==> config.mk <==
export PLATFORM = sky130hd
export DESIGN_NAME = inst_mem_loader
export DESIGN_NICKNAME = d
export VERILOG_FILES = /design/src/rtl/inst_mem_loader.sv
export SDC_FILE = /design/constraint.sdc
export NUM_CORES = 1
export LEC_CHECK = 0
export ABC_AREA = 1
export CORE_MARGIN = 3
export CORE_UTILIZATION = 38
export CTS_CLUSTER_DIAMETER = 100
export DETAILED_ROUTE_END_ITERATION = 12
export PLACE_DENSITY = 0.6
export SETUP_SLACK_MARGIN = 0.15
export SYNTH_ARGS = -nofsm -noshare
export SYNTH_HDL_FRONTEND = slang
export SYNTH_SLANG_ARGS = --single-unit
==> constraint.sdc <==
create_clock -name clk -period 1.81 [get_ports clk]
set_input_delay 0.181 -clock clk [delete_from_list [all_inputs] [get_ports clk]]
set_output_delay 0.181 -clock clk [all_outputs]
set_load 0.02 [all_outputs]
==> src/rtl/inst_mem_loader.sv <==
// inst_mem_loader
// ----------------
// Write-side companion to the instruction memory. A host or boot link streams
// program bytes in. The loader packs each group of four bytes into a
// little-endian 32-bit instruction. It then issues one word write per
// instruction at byte addresses 0, 4, 8, ... While an image is loading, the
// loader holds the CPU pipeline in reset.
//
// Ports
//   clk         system clock, rising edge
//   rst         synchronous, active-high reset
//   start       one-cycle pulse that begins a load (honoured in IDLE/DONE)
//   byte_valid  host presents byte_data
//   byte_data   program byte
//   byte_last   final byte of the image, qualified by byte_valid
//   byte_ready  loader accepts a byte this cycle
//   mem_we      instruction memory write enable (one-cycle pulse)
//   mem_addr    byte address of the write, multiple of 4
//   mem_wdata   assembled instruction
//   cpu_hold    keeps the pipeline in reset while loading
//   done        load finished, held at level
//   error       sticky: partial final word or capacity overflow
//   word_count  words written in the current load
//   state_dbg   current FSM state (IDLE=0, RECV=1, WRITE=2, DONE=3)
//
// Byte handshake: a byte transfers on a rising edge where byte_valid and
// byte_ready are both high. byte_data and byte_last are only meaningful while
// byte_valid is high. byte_ready is registered. It is high only in RECV, so a
// host may hold byte_valid high across WRITE cycles without losing or
// duplicating a byte.

module inst_mem_loader #(
   parameter int MAX_WORDS = 100,
   parameter int CNT_W     = 16
) (
   input  logic             clk,
   input  logic             rst,
   input  logic             start,
   input  logic             byte_valid,
   input  logic [7:0]       byte_data,
   input  logic             byte_last,
   output logic             byte_ready,
   output logic             mem_we,
   output logic [31:0]      mem_addr,
   output logic [31:0]      mem_wdata,
   output logic             cpu_hold,
   output logic             done,
   output logic             error,
   output logic [CNT_W-1:0] word_count,
   output logic [1:0]       state_dbg
);

   typedef enum logic [1:0] {
      S_IDLE  = 2'd0,
      S_RECV  = 2'd1,
      S_WRITE = 2'd2,
      S_DONE  = 2'd3
   } state_t;

   state_t      state;
   logic [1:0]  byte_idx;
   logic [31:0] asm_word;
   logic        last_seen;

   logic        accept;
   logic        word_end;
   logic        room;
   logic [31:0] asm_next;

   assign state_dbg = state;

   always_comb begin
      accept   = (state == S_RECV) && byte_valid && byte_ready;
      word_end = accept && ((byte_idx == 2'd3) || byte_last);
      // Capacity test against the count before this word's increment.
      room     = word_count < CNT_W'(MAX_WORDS);
      // The assembly register is zero at the start of every word, so a short
      // final word is zero-filled in its upper lanes automatically.
      asm_next = asm_word;
      case (byte_idx)
         2'd0:    asm_next[7:0]   = byte_data;
         2'd1:    asm_next[15:8]  = byte_data;
         2'd2:    asm_next[23:16] = byte_data;
         default: asm_next[31:24] = byte_data;
      endcase
   end

   always_ff @(posedge clk) begin
      if (rst) begin
         state      <= S_IDLE;
         byte_idx   <= 2'd0;
         asm_word   <= 32'd0;
         last_seen  <= 1'b0;
         byte_ready <= 1'b0;
         mem_we     <= 1'b0;
         mem_addr   <= 32'd0;
         mem_wdata  <= 32'd0;
         cpu_hold   <= 1'b0;
         done       <= 1'b0;
         error      <= 1'b0;
         word_count <= '0;
      end else begin
         mem_we <= 1'b0;
         case (state)
            S_IDLE, S_DONE: begin
               if (start) begin
                  state      <= S_RECV;
                  byte_ready <= 1'b1;
                  cpu_hold   <= 1'b1;
                  done       <= 1'b0;
                  error      <= 1'b0;
                  word_count <= '0;
                  byte_idx   <= 2'd0;
                  asm_word   <= 32'd0;
                  last_seen  <= 1'b0;
               end
            end

            S_RECV: begin
               if (accept) begin
                  asm_word  <= asm_next;
                  byte_idx  <= byte_idx + 2'd1;
                  last_seen <= byte_last;
                  if (word_end) begin
                     state      <= S_WRITE;
                     byte_ready <= 1'b0;
                     if (byte_last && (byte_idx != 2'd3)) begin
                        error <= 1'b1;
                     end
                     // Write strobe and data are launched on the handshake
                     // edge so the write lands in the WRITE cycle itself.
                     if (room) begin
                        mem_we    <= 1'b1;
                        mem_addr  <= 32'(word_count) << 2;
                        mem_wdata <= asm_next;
                     end
                  end
               end
            end

            S_WRITE: begin
               byte_idx <= 2'd0;
               asm_word <= 32'd0;
               if (!room) begin
                  // Memory full: the word is dropped and the load ends.
                  error    <= 1'b1;
                  state    <= S_DONE;
                  done     <= 1'b1;
                  cpu_hold <= 1'b0;
               end else begin
                  word_count <= word_count + CNT_W'(1);
                  if (last_seen) begin
                     state    <= S_DONE;
                     done     <= 1'b1;
                     cpu_hold <= 1'b0;
                  end else begin
                     state      <= S_RECV;
                     byte_ready <= 1'b1;
                  end
               end
            end

            default: state <= S_IDLE;
         endcase
      end
   end

endmodule
# After elaboration in Yosys (flattened, before gate mapping)
# Index checks and enable logic that the tools add are counted.
dict set report word_totals {
  elab_cells 93
  regBits 106
  inputBits 13
  out_inout_bits 87
}
dict set report op_classes {
  mux 40
  n_bitwise 3
  addsub 2
  eq_ne 15
  magnitude_cmp 1
  n_reduce_logical 20
}
# operator count
set op_table {}
lappend op_table {{$pmux W32 S3} 1}
lappend op_table {{$mux W32} 2}
lappend op_table {{$mux W16} 2}
lappend op_table {{$mux W8} 4}
lappend op_table {{$pmux W16 S2} 1}
lappend op_table {{$add A16 B1 Y16 const B} 1}
lappend op_table {{$lt A16 B7 Y1 const B} 1}
lappend op_table {{$mux W1} 16}
lappend op_table {{$mux W2} 7}
lappend op_table {{$ne A2 B2 Y1 const B} 7}
lappend op_table {{$pmux W2 S3} 2}
lappend op_table {{$reduce_and A3 Y1} 4}
lappend op_table {{$reduce_and A5 Y1} 2}
lappend op_table {{$eq A2 B2 Y1 const B} 4}
lappend op_table {{$pmux W1 S2} 3}
lappend op_table {{$pmux W1 S3} 2}
lappend op_table {{$eq A2 B1 Y1 const B} 2}
lappend op_table {{$logic_and A1 B1 Y1} 4}
lappend op_table {{$logic_not A2 Y1} 2}
lappend op_table {{$reduce_and A4 Y1} 1}
lappend op_table {{$reduce_bool A2 Y1} 2}
lappend op_table {{$reduce_or A4 Y1} 1}
lappend op_table {{$ne A3 B3 Y1 const B} 1}
lappend op_table {{$not A1 Y1} 3}
lappend op_table {{6 further kinds} 6}

# Logic depth before layout (Yosys ltp)
dict set report depth {
  ltp_word 7
  mapped_depth 11
  mapped_depth_nobuf 11
}

# Worst setup path after synthesis
# Ideal clock, no wire load.
dict set report synth_timing {
  path_kind {flip-flop to flip-flop}
  start {register state[0], in the netlist state_dbg[0]}
  end {register asm_word[3]}
  synth_period_minus_slack_ns 1.767
  setup_slack_ns 0.043
  arrival_ns 1.633
  required_time_ns 1.676
  stages_incl_launch_ff 11
  path_buffers 1
  path_cell_list {dfxtp_1 > inv_1 > ha_1 > inv_1 > nor2_1 > inv_1 > nand2_1 > clkinv_1 > buf_2 > nand2_1 > a21oi_1}
}
dict set report synth_via {
  elab_chain_cells 5
  word_cells_on_any_way 11
}
# element line
set synth_lines {}
lappend synth_lines {{from (decl)} 60} ;# state_t state;
lappend synth_lines {{from (signal assigned)} 90} ;# state <= S_IDLE;
lappend synth_lines {{from (signal assigned)} 107} ;# state <= S_RECV;
lappend synth_lines {{from (signal assigned)} 125} ;# state <= S_WRITE;
lappend synth_lines {{$eq A2 B1 Y1} {73, 104}}
lappend synth_lines {{$logic_and A1 B1 Y1 (2 in a row)} 73} ;# accept = (state == S_RECV) && byte_valid && byte_ready;
lappend synth_lines {{$ne A2 B2 Y1 (no source line)} n/a}
lappend synth_lines {{$reduce_and A2 Y1 (no source line)} n/a}
lappend synth_lines {{to (signal assigned)} 121} ;# asm_word <= asm_next;
lappend synth_lines {{to (decl)} 62} ;# logic [31:0] asm_word;
# Several ways; a longest one is shown, not always the timed one.
# A chain may end at the register's enable or synchronous reset.

# Worst setup path after layout
dict set report layout_timing {
  start {register state[1], in the netlist state_dbg[1]}
  end {register mem_wdata[31]}
}
dict set report layout_via {
  elab_chain_cells 5
}
# element line
set layout_lines {}
lappend layout_lines {{$eq A2 B1 Y1 *} {73, 104}}
lappend layout_lines {{$logic_and A1 B1 Y1 (2 in a row)} 73}
lappend layout_lines {{$logic_and A1 B1 Y1} 74} ;# word_end = accept && ((byte_idx == 2'd3) || byte_last);
lappend layout_lines {{$reduce_and A4 Y1 (no source line) *} n/a}
lappend layout_lines {{to (signal assigned)} 135} ;# mem_wdata <= asm_next;
lappend layout_lines {{to (decl)} 45} ;# output logic [31:0] mem_wdata,
# Mark *: on every way between the ends. The rest lies on a longest branch, timed or not.

==> flow_metrics.env <==
export IMPL_post_synth_and_or_nand_nor_area_fraction_pct=24.59
export IMPL_cp_required_ns=2.05
export IMPL_timing_hold_ws_ns=0.3411
export IMPL_max_freq_ghz=0.5943
export IMPL_whs_path_depth=5
export IMPL_worstReg2RegStart="state_dbg[1]"
export IMPL_finalWirelength_um=13370
export IMPL_routed_wirelength_normalized_by_instance_count_um=15.52
export IMPL_wire_length_of_the_first_global_routing_pass_um=18270
export IMPL_detailroute_via_count=4226
export IMPL_core_area_um2=11710
export IMPL_synth_compound_area_share_pct=10.38
export IMPL_rr_endpoint="mem_wdata[31]"
export IMPL_synth_top_family_by_area="simple AND/OR/NAND/NOR gates"
export IMPL_leakage_nw=2.746
export IMPL_async_flop_share_pct=0
export IMPL_dpl_hpwl_um=7328
export IMPL_syn_mean_instance_area_um2=7.658
export IMPL_syn2layout_area_growth_pct=38.44
export IMPL_drtIter0Drc=224
export IMPL_htree_num_levels=3
export IMPL_synth_largest_area_cell="dfxtp_1"
export IMPL_ys_seq_area_share_pct=45.27
export IMPL_dominant_cell_by_count_in_the_synthesized_netlist="nand2_1"
export IMPL_grt_antenna_before_repair=0
export IMPL_die_w_um=117.1
export IMPL_cts_tree="built"
export IMPL_cts_sink_count=106
export IMPL_clk_pin_slew_ns=0.07
export IMPL_post_synth_inst_count=612
export IMPL_rsz0062_at_grt="yes"
export IMPL_slew_violations=0
export IMPL_post_synth_instance_area_um2=4687
export IMPL_synth_enable_flop_cells=0
export IMPL_reg2reg_slack_ns=0.13
export IMPL_setup_viol=0
export IMPL_synth_adder_area_share_pct=1.869
export IMPL_grt_max_degree=53
export IMPL_die_y_um=117.1
export IMPL_synth_top_area_share_pct=45.27
export IMPL_max_slew_margin_pct=61.52
export IMPL_diodes=0
export IMPL_reg2regPathDepth=11
export IMPL_finalWeightedCongestion=0.8228
export IMPL_clock_root_buffer="clkbuf_16"
export IMPL_count_of_nets_left_with_antenna_violations_after_detail_routing=0
export IMPL_number_of_global_route_vias_before_repair=3780
export IMPL_outcome="finished clean"
export IMPL_numCtsBuffers=9
export IMPL_filler_cell_count=1064
export IMPL_worst_slew_pin_transition_ns=0.5773
export IMPL_finish_net_count=734
export IMPL_max_clock_path_buffers=2
export IMPL_yosysWarningCount=0
export IMPL_gr_usage_all_layers_pct=16.92
export IMPL_post_route_cells_drive_above_1_share_pct=22.11
export IMPL_residual_drc=0
export IMPL_timing_critical_path_fanout_max=9
export IMPL_dp_worst_setup_slack_ns=-0.02753
export IMPL_final_critical_path_setup_slack_ns=0.1275
export IMPL_max_cap_viol_count=0
export IMPL_dpl_cell_area_um2=5627
export IMPL_num_rows=39
export IMPL_synth_seq_cells=106
export IMPL_critPathArrivalTime_ns=1.92
export IMPL_post_drt_via_cell_ratio=4.903
export IMPL_synthFlopType="dfxtp_1"
export IMPL_muxShareOfSynthArea_pct=5.766
export IMPL_clk_insertion_delay_late_ns=0.35
export IMPL_worst_clock_skew_on_the_final_layout_ns=0.005917
export IMPL_final_cell_area_um2=6489
export IMPL_timing_critical_path_from_type="flip-flop"
export IMPL_fp_dieArea_um2=13700
export IMPL_crit_path_end_kind="flip-flop"
export IMPL_timing_final_hold_violations=0
export IMPL_p_per_area_nw_per_um2=856.9
export IMPL_worst_hold_path_endpoint="mem_addr[15]"
export IMPL_start_util_pct=40.02
export IMPL_synth_area_top_cells="dfxtp_1 45%, nand2_1 10%, mux2_2 5.8%"
export IMPL_timing_final_crit_share_pct=92.96
export IMPL_post_synth_top_cells="131 x nand2_1, 106 x dfxtp_1, 69 x nor2_1"
export IMPL_synthDistinctLibCells=32
export IMPL_hold_path_class="input port to flip-flop"
export IMPL_io_pin_count=100
export IMPL_fin_crit_ns=1.683
export IMPL_dr_pass1_iters=5
export IMPL_crit_type="flip-flop to flip-flop"
export IMPL_overflow=0
export IMPL_synth_xor_area_share_pct=0.7475
export IMPL_placement_io_buffers=83
export IMPL_max_vdd_ir_drop_uv=787.7
export IMPL_worst_hold_startpoint="rst"
[flip-flops by register name (all words and copies together) (netlist names)]
name / count
done: 1
asm_word: 32
state_dbg: 2
byte_idx: 2
mem_wdata: 32
last_seen: 1
word_count: 16
error: 1
cpu_hold: 1
byte_ready: 1
mem_we: 1
mem_addr: 16
[per-stage QoR]
step / power (W) / setup TNS [ns] / instances / utilization, %
2_1_floorplan: 0.003006 / 0 / 627 / -
3_3_place_gp: 0.003253 / 0 / 821 / 48.04
3_5_place_dp: 0.003263 / -0.02753 / 821 / 48.04
4_1_cts: 0.005364 / 0 / 839 / 51.23
5_1_grt: 0.005799 / 0 / 862 / 55.41
6_report: 0.005560 / 0 / 862 / 55.41
[logic make-up after synthesis]
group / after synthesis
flip-flops: 106
AO/OA/AOI/OAI: 95
buffers and inverters: 111
other: 1
AND/OR/NAND/NOR: 264
adder cells (fa/ha/maj): 7
XOR/XNOR: 4
multiplexers: 24
[power breakdown]
group / internal [W] / switching (W)
registers: 0.00239 / 0.0000519
logic: 0.000456 / 0.000595
clock network: 0.00121 / 0.000852
[layer usage]
metal	part of all wire, %	up-vias	global-route usage [%]
met3	8.3	16	5.553
met1	41	1962	21.11
met2	49	147	28.02
met5	0	-	0
met4	1.7	0	4.893
li1	-	2101	-
[layout by cell type (no fill, tap or decap), types with 17 or more instances in the layout]
cell,instances
buf_4,17
o21ai_1,17
dfxtp_1,103
inv_1,44
nor2_1,63
clkdlybuf4s50_1,77
nand2_1,126
o21ai_0,24
a21oi_1,46
mux2_2,24
[critical path, stage by stage, from the launching register on]
cell     delay, ns
dfxtp_4       0.39
inv_4         0.04
ha_4          0.17
inv_4         0.08
nor2_4        0.04
o21ai_4       0.13
nor2_4        0.06
buf_12        0.15
buf_6         0.15
or2_2         0.27
inv_1         0.05
nor2_1        0.03
[layout make-up]
class	instances	area [um2]	share of cell area (%)
multi-input cells	416	2318	35.73
flip-flops and latches	106	2131	32.84
repair buffers	117	1292	19.92
inverters	64	256.5	3.953
clock buffers	11	232.7	3.587
well taps	143	178.9	2.757
clock inverters	5	78.83	1.215
[worst max-delay path by stage]
stage,start,to,depth (start not counted)
floorplan,state_dbg[1],word_count[5],8
global placement,byte_valid,mem_wdata[20],7
detailed placement,byte_valid,mem_wdata[10],7
CTS,state_dbg[1],mem_wdata[10],8
global route,state_dbg[1],mem_wdata[15],11
finish,state_dbg[1],mem_wdata[31],11
[what timing repair did]
| action | 4_1_cts | 5_1_grt |
|---|---|---|
| setup endpoints to repair | 94 | 86 |
| gates cloned | 2 | 15 |
| resized for setup | 13 | 76 |
| hold buffers | 0 | 0 |
| pin swaps | 2 | 16 |
| buffers inserted | 0 | 8 |
No activity file was read; power rests on OpenSTA's default activity.
